`config.mk`:
```
export PLATFORM = sky130hd
export DESIGN_NAME = seq_modn_detector
export DESIGN_NICKNAME = d
export VERILOG_FILES = /design/src/rtl/seq_modn_pkg.sv /design/src/rtl/seq_modn_detector_modn_step.sv /design/src/rtl/seq_modn_detector.sv
export SDC_FILE = /design/constraint.sdc
export NUM_CORES = 1
export LEC_CHECK = 0
export ABC_AREA = 1
export CELL_PAD_IN_SITES_DETAIL_PLACEMENT = 0
export CELL_PAD_IN_SITES_GLOBAL_PLACEMENT = 1
export CORE_AREA = 2 2 39 41
export CTS_CLUSTER_DIAMETER = 50
export DETAILED_ROUTE_END_ITERATION = 12
export DIE_AREA = 0 0 41 43
export PLACE_DENSITY_LB_ADDON = 0.08
export SLEW_MARGIN = 20
export SYNTH_ARGS = -nofsm -noshare
export SYNTH_HDL_FRONTEND = slang
export SYNTH_HIERARCHICAL = 1
export SYNTH_SLANG_ARGS = --single-unit
```
`constraint.sdc`:
```
create_clock -name clk -period 2.7 [get_ports clk]
set_clock_uncertainty 0.05 [all_clocks]
set_input_delay 0.27 -clock clk [delete_from_list [all_inputs] [get_ports clk]]
set_output_delay 0.27 -clock clk [all_outputs]
set_load 0.1 [all_outputs]
```
`src/rtl/seq_modn_pkg.sv`:
```
// rtl/seq_modn_pkg.sv - shared limits, width helper and types for the mod-N detector
package seq_modn_pkg;

    localparam int MOD_MIN = 2;
    localparam int MOD_MAX = 256;

    // Remainder width; MOD=2 still needs one bit.
    function automatic int clog2_min1(input int n);
        return (n <= 2) ? 1 : $clog2(n);
    endfunction

    localparam int RW_MAX = clog2_min1(MOD_MAX);

    // Widest {remainder, bit} intermediate over all legal moduli.
    typedef logic [RW_MAX:0] rem_wide_t;

endpackage

```
`src/rtl/seq_modn_detector_modn_step.sv`:
```
// rtl/seq_modn_detector_modn_step.sv - combinational one-bit remainder update (base, bit) -> nxt
module modn_step
    import seq_modn_pkg::*;
#(
    parameter  int MOD = 3,
    localparam int RW  = clog2_min1(MOD)
) (
    input  logic [RW-1:0] base_i,
    input  logic          bit_i,
    output logic [RW-1:0] nxt_o
);

    logic [RW:0] t;
    logic [RW:0] mod_w;
    logic [RW:0] diff;

    // base < MOD, so 2*base+bit < 2*MOD and one conditional subtract suffices.
    assign mod_w = (RW+1)'(MOD);
    assign t     = {base_i, bit_i};
    assign diff  = t - mod_w;
    assign nxt_o = (t >= mod_w) ? diff[RW-1:0] : t[RW-1:0];

endmodule

```
`src/rtl/seq_modn_detector.sv`:
```
// rtl/seq_modn_detector.sv - serial MSB-first divisibility detector; SEQ_MODN_MATCH_CNT_EN adds a saturating match counter
module seq_modn_detector
    import seq_modn_pkg::*;
#(
    parameter  int MOD   = 3,
    parameter  int CNT_W = 16,
    localparam int RW    = clog2_min1(MOD)
) (
    input  logic             clk,
    input  logic             rst_n,
    input  logic             clr,
    input  logic             in_valid,
    input  logic             in_sof,
    input  logic             in_bit,
    output logic             out_valid,
    output logic             success,
`ifdef SEQ_MODN_MATCH_CNT_EN
    output logic [CNT_W-1:0] match_cnt,
`endif
    output logic [RW-1:0]    rem
);

    if (MOD < MOD_MIN || MOD > MOD_MAX) begin : g_bad_mod
        $error("seq_modn_detector: MOD out of range 2..256");
    end
    if (CNT_W < 1) begin : g_bad_cnt_w
        $error("seq_modn_detector: CNT_W must be at least 1");
    end

    logic [RW-1:0] rem_q, rem_d;
    logic          success_q, success_d;
    logic          out_valid_q, out_valid_d;
    logic [RW-1:0] base;
    logic [RW-1:0] nxt;

    assign base = in_sof ? '0 : rem_q;

    modn_step #(.MOD(MOD)) u_step (
        .base_i (base),
        .bit_i  (in_bit),
        .nxt_o  (nxt)
    );

    always_comb begin
        rem_d       = rem_q;
        success_d   = 1'b0;
        out_valid_d = 1'b0;
        if (clr) begin
            rem_d = '0;
        end else if (in_valid) begin
            rem_d       = nxt;
            success_d   = (nxt == '0);
            out_valid_d = 1'b1;
        end
    end

    always_ff @(posedge clk or negedge rst_n) begin
        if (!rst_n) begin
            rem_q       <= '0;
            success_q   <= 1'b0;
            out_valid_q <= 1'b0;
        end else begin
            rem_q       <= rem_d;
            success_q   <= success_d;
            out_valid_q <= out_valid_d;
        end
    end

    assign rem       = rem_q;
    assign success   = success_q;
    assign out_valid = out_valid_q;

`ifdef SEQ_MODN_MATCH_CNT_EN
    logic [CNT_W-1:0] cnt_q, cnt_d;

    always_comb begin
        cnt_d = cnt_q;
        if (clr) begin
            cnt_d = '0;
        end else if (in_valid && (nxt == '0) && (cnt_q != '1)) begin
            cnt_d = cnt_q + 1'b1;
        end
    end

    always_ff @(posedge clk or negedge rst_n) begin
        if (!rst_n) begin
            cnt_q <= '0;
        end else begin
            cnt_q <= cnt_d;
        end
    end

    assign match_cnt = cnt_q;
`endif

endmodule
```
==> results of run 1 <==
-- final timing paths --
check,startpoint,endpoint,cells after the start
setup / recovery,in_sof,rem[1]$_DFFE_PN0P_,9
min in group clk,rem[1]$_DFFE_PN0P_,rem[1]$_DFFE_PN0P_,2
hold reg to reg,rem[1]$_DFFE_PN0P_,rem[1]$_DFFE_PN0P_,2
hold / removal,rst_n,rem[1]$_DFFE_PN0P_,1
setup reg to reg,rem[0]$_DFFE_PN0P_,success$_DFF_PN0_,10
max in group asynchronous,rst_n,out_valid$_DFF_PN0_,1
-- Yosys cell counts --
| master | number |
|---|---|
| nor2_1 | 4 |
| o21ai_0 | 1 |
| nor2_2 | 1 |
| inv_1 | 8 |
| dfrtp_1 | 4 |
| nand3_1 | 4 |
| ha_1 | 1 |
| nand2_1 | 11 |
-- flip-flops by register name, indices dropped and copies added (netlist names) --
name / count
success: 1
out_valid: 1
rem: 2
-- cell type report --
type / instances / area (um2) / share of cell area
sequential: 4 / 100 / 0.284
multi-input combinational: 22 / 100 / 0.284
timing repair buffer: 9 / 80.1 / 0.227
inverter: 8 / 30.0 / 0.0851
clock buffer: 3 / 22.5 / 0.0638
tap: 16 / 20.0 / 0.0567
-- stage by stage --
| stage | util | hold WS (ns) |
|---|---|---|
| 2_1_floorplan | - | -0.0756 |
| 3_3_place_gp | 0.239 | 0.431 |
| 3_5_place_dp | 0.239 | 0.434 |
| 4_1_cts | 0.255 | 0.182 |
| 5_1_grt | 0.255 | 0.198 |
| 6_report | 0.255 | 0.185 |
-- routing by layer --
layer	vias up	wire (um)	GRT usage
met5	-	0	0
met4	0	0	0.0800
met3	0	21	0.0157
met2	6	243	0.0969
met1	102	233	0.0710
li1	124	-	-
-- power by group through the flow --
stage	Sequential (uW)	Clock [uW]	Combinational, uW
after detailed placement	65.8	0	49.6
after floorplan	87.1	0	10.8
final	65.0	73.0	49.4
after global placement	65.5	0	49.3
after global routing	65.2	80.2	53.2
after CTS	65.1	77.9	49.7
-- kinds of logic (layout without fill, tap and decap cells) --
group | Yosys count | count (layout) | synth area share
and+or+nand+nor | 20 | 20 | 0.359
DFF | 4 | 4 | 0.435
adders and majority gates | 1 | 1 | 0.0543
AOI/OAI and AO/OA | 1 | 1 | 0.0217
buffers and inverters | 8 | 20 | 0.130
==> results.md, run 1 <==
* First-pass GRT wire length at 786 um
* Final net count at 55
* CP Cell Sequence: clkdlybuf4s50_1, nor2_1, ha_1, nor2_2, nand2_1, nand2_1, nand2_1, nand3_1, nand2_1
* Die height at 43 um
* RSZ-0062 raised after global routing: no
* Setup_tns at 0 ns
* Top cell type's share of synthesized area at 0.435
* Fin cells at 62
* FMAX at 680 MHz
* Detailed-placement wirelength estimate at 393 um
* Layout fillers at 157
* CTS Sinks at 4
* Clock Power Share at 0.390
* Mapped Nets at 41
* Cts repair resizes at 0
* Worst setup margin at 1.23 ns
* Synth-to-Final Area Change at 53.3%
* Pwr Density at 531 mW/mm2
* Headroom to the max-slew limit at 0.816
* Ports at 10
* Psw at 59.8 uW
* Sequential fraction of the synthesis area at 0.435
* Cells after DPL at 59
* Final Hold Fails at 0
* Lkg Pwr at 0.000201 uW
* Vias per inst at 3.74
* Row count at 14
* Setup Crit Path Kind: primary input to flip-flop
* Clock Latency Late Sink at 0.23 ns
* Netlist cell types at 8
* Crit start category: primary input
* Final wirelength at 498 um
* Hold_buf cts at 0
* Most frequent cells in the layout: nand2_1 (11), inv_1 (8), clkdlybuf4s50_1 (5)
* DRC violations left at 0
* Synth top area cells: dfrtp_1 (43%), nand2_1 (18%), inv_1 (13%), nand3_1 (8.7%), nor2_1 (6.5%)
* Grt ovf at 0
* Pwr Total at 187 uW
* Worst-margin pin slew at 0.278 ns
* Syn Inst Count at 34
* Initial antenna violation count at 0
* R2R Setup Slk at 1.29 ns
* Outcome: complete, no violations
* Clk buf depth at 2
* Fin area at 353 um2
* Sequential Power Share at 0.347
* First drt pass iteration count at 3
* Share of layout cells above drive strength 1 at 0.174
* CP max FO at 4
* Starting Density at 0.166
* Period utilization at 0.545
* Mapped Area at 230 um2
* Synth warn at 6
* CTS tree: done
* Crit-path most repeated cell: nand2_1
* Final min period at 1.47 ns
* CP required at 2.77 ns
* Clk root buf: clkbuf_4
* Power Internal at 128 uW
* Slowest stage delay, CP at 0.48 ns
* Register clock-pin slew on the reported worst setup and hold paths at 0.04 ns
* Vias in the first global route at 239
* Yosys top cell by area: dfrtp_1
* Max-cap violations at 0
* Worst path bufs/invs at 1
* Post-CTS setup buffers at 0
* H-tree depth at 1
* Post-route ant nets at 0
* Slew Viols, Final at 0
* TritonCTS buffer count at 3
* DP Area at 330 um2
* Largest net degree at the start of global routing at 5
* #FFs+latches synth at 4
* GRT Total Usage at 0.0683
* Wire length per cell at 8.03 um
* Hold Path Class: primary input to asynchronous set/reset pin
* CP delay by family, top: simple AND/OR/NAND/NOR gates
* Crit-path slowest cell: clkdlybuf4s50_1
* Die Wd at 41 um
* Iteration-0 DRC count of the detailed router at 4
* Core Region at 0.00138 mm2
* Sw frac at 0.319
* Max VDD drop at 73.8 uV
* Vias at 232
* Die area at 0.00176 mm2
* Antenna cells at 0
* Port bufs at 9
* Pre-CTS setup slack at 0.984 ns
* Final Setup Violations at 0
* Gpl congestion at 0.594
* Comb pwr share at 0.264
* Commonest non-fill, non-tap cell in the layout: nand2_1
* Critical Path AT at 1.54 ns
* Crit. End Element: flip-flop
* Synthesized area per cell at 6.77 um2
Power figures use the tool's default switching activity.
==> run 2, diff against run 1 <==
==> constraint.sdc (replaced) <==
create_clock -name clk -period 1.3 [get_ports clk]
set_clock_uncertainty 0.05 [all_clocks]
set_input_delay 0.13 -clock clk [delete_from_list [all_inputs] [get_ports clk]]
set_output_delay 0.13 -clock clk [all_outputs]
set_load 0.1 [all_outputs]
==> results.md, run 2 (synthesized netlist as in run 1, its figures left out) <==
* Fin area at 462 um2 (was 353 um2)
* TritonCTS buffer count at 3 (unchanged)
* Grt ovf at 0 (unchanged)
* Crit-path most repeated cell: nand2_1 (unchanged)
* Max-cap violations at 0 (unchanged)
* Vias per inst at 3.77 (was 3.74)
* Final wirelength at 512 um (was 498 um)
* Clk root buf: clkbuf_4 (unchanged)
* DP Area at 435 um2 (was 330 um2)
* Row count at 14 (unchanged)
* Most frequent cells in the layout: nand2_1 (11), inv_1 (7), clkdlybuf4s50_1 (5) (was nand2_1 (11), inv_1 (8), clkdlybuf4s50_1 (5))
* Slowest stage delay, CP at 0.47 ns (was 0.48 ns)
* H-tree depth at 1 (unchanged)
* Port bufs at 9 (unchanged)
* Die Wd at 41 um (unchanged)
* CP max FO at 3 (was 4)
* Final net count at 58 (was 55)
* Gpl congestion at 0.642 (was 0.594)
* CTS tree: done (unchanged)
* Worst-margin pin slew at 0.254 ns (was 0.278 ns)
* GRT Total Usage at 0.0796 (was 0.0683)
* Starting Density at 0.166 (unchanged)
* First drt pass iteration count at 2 (was 3)
* CP required at 1.41 ns (was 2.77 ns)
* Synth-to-Final Area Change at 101% (was 53.3%)
* Period utilization at 1.01
* Max FFs per register at 2 (unchanged)
* Final min period at 1.31 ns
* Critical Path AT at 1.42 ns (was 1.54 ns)
* Worst setup margin at -0.0119 ns (was 1.23 ns)
* Die area at 0.00176 mm2 (unchanged)
* Detailed-placement wirelength estimate at 448 um (was 393 um)
* RSZ-0062 raised after global routing: yes (was no)
* Ports at 10 (unchanged)
* CTS Sinks at 4 (unchanged)
* Vias at 249 (was 232)
* Initial antenna violation count at 0 (unchanged)
* Max VDD drop at 234 uV (was 73.8 uV)
* CP delay by family, top: flip-flops (was simple AND/OR/NAND/NOR gates)
* Hold Path Class: primary input to asynchronous set/reset pin (unchanged)
* Clk buf depth at 2 (unchanged)
* Final hold slack at 0.0425 ns (was 0.185 ns)
* Register clock-pin slew on the reported worst setup and hold paths at 0.04 ns (about the same)
* FMAX at 762 MHz
* Crit-path slowest cell: dfrtp_4 (was clkdlybuf4s50_1)
* Setup Crit Path Kind: flip-flop to flip-flop (was primary input to flip-flop)
* Die height at 43 um (unchanged)
* Final Setup Violations at 1 (was 0)
* CP Cell Sequence: inv_2, nor2_4, ha_4, nor2_4, nand2_1, nand2_1, nand2_1, inv_1, nand2_1, nor2_1 (was clkdlybuf4s50_1, nor2_1, ha_1, nor2_2, nand2_1, nand2_1, nand2_1, nand3_1, nand2_1)
* Hold_buf cts at 0 (unchanged)
* Clock Latency Late Sink at 0.23 ns (about the same)
* Headroom to the max-slew limit at 0.830 (was 0.816)
* Lkg Pwr at 0.000228 uW (was 0.000201 uW)
* Final Hold Fails at 0 (unchanged)
* Iteration-0 DRC count of the detailed router at 1 (was 4)
* Vias in the first global route at 263 (was 239)
* Crit start category: flip-flop (was primary input)
* Crit. End Element: flip-flop (unchanged)
* Pwr Density at 947 mW/mm2 (was 531 mW/mm2)
* Slew Viols, Final at 0 (unchanged)
* DRC violations left at 0 (unchanged)
* Outcome: complete, but fails checks (was complete, no violations)
* Failing checks: negative setup slack
* First-pass GRT wire length at 924 um (was 786 um)
* Post-route ant nets at 0 (unchanged)
* Core Region at 0.00138 mm2 (unchanged)
* Share of layout cells above drive strength 1 at 0.320 (was 0.174)
* Worst path bufs/invs at 2 (was 1)
* Layout fillers at 147 (was 157)
* Antenna cells at 0 (unchanged)
* Wire length per cell at 7.76 um (was 8.03 um)
* Largest net degree at the start of global routing at 5 (unchanged)
* Commonest non-fill, non-tap cell in the layout: nand2_1 (unchanged)
==> run 2: cell types whose count changed in the layout (fill, tap and decap cells not counted), sizes merged <==
cell,delta
clkbuf,+1
buf,+3
==> run 2: metal layers <==
layer	part of all wire	global-route usage
met5	0	0
met4	0	0.0800
met3	0.029	0.0157
met2	0.57	0.119
met1	0.40	0.0844
==> run 2: power breakdown <==
group,total (uW),switching (uW),leakage [uW],internal (uW)
Clock,165,50.1,0.0000150,115
Combinational,133,78.0,0.000163,55.3
Sequential,139,5.36,0.0000499,133
Total,437,133,0.000228,304
==> run 2: cell type report <==
| type | instances | area (um2) | share of cell area |
|---|---|---|---|
| repair buffers | 12 | 153 | 0.331 |
| multi-input cells | 22 | 125 | 0.271 |
| flip-flops and latches | 4 | 108 | 0.233 |
| inverters | 8 | 30.0 | 0.0650 |
| clock buffers | 4 | 26.3 | 0.0569 |
| well taps | 16 | 20.0 | 0.0434 |
==> run 2: path summary, 6_finish.rpt <==
| path | depth (start not counted) | to | slack [ns] | from |
|---|---|---|---|---|
| max in group asynchronous | 1 | rem[1]$_DFFE_PN0P_ | 0.97 | rst_n |
| max reg2reg | 10 | success$_DFF_PN0_ | -0.01 | rem[0]$_DFFE_PN0P_ |
| min reg2reg | 2 | rem[1]$_DFFE_PN0P_ | 0.53 | rem[1]$_DFFE_PN0P_ |
| max | 10 | success$_DFF_PN0_ | -0.01 | rem[0]$_DFFE_PN0P_ |
| min in group clk | 3 | rem[1]$_DFFE_PN0P_ | 0.49 | in_valid |
| min | 1 | rem[0]$_DFFE_PN0P_ | 0.04 | rst_n |
==> run 2: what timing repair did <==
item | 4_1_cts | 5_1_grt
setup endpoints to repair | 2 | 3
endpoints found under the hold margin | 0 | 0
gates resized for setup | 0 | 1
gates cloned | 0 | 0
buffers inserted | 0 | 0
==> run 2: per-stage QoR <==
stage | worst slack (ns) | util | instances | setup TNS [ns] | total power [uW]
global route | -0.112 | 0.334 | 66 | -0.245 | 468
CTS | -0.0200 | 0.334 | 66 | -0.0264 | 446
detailed placement | -0.153 | 0.315 | 62 | -0.442 | 275
global placement | -0.170 | 0.315 | 62 | -0.464 | 273
floorplan | -0.122 | - | 34 | -0.366 | 210
finish | -0.0119 | 0.334 | 66 | -0.0119 | 437
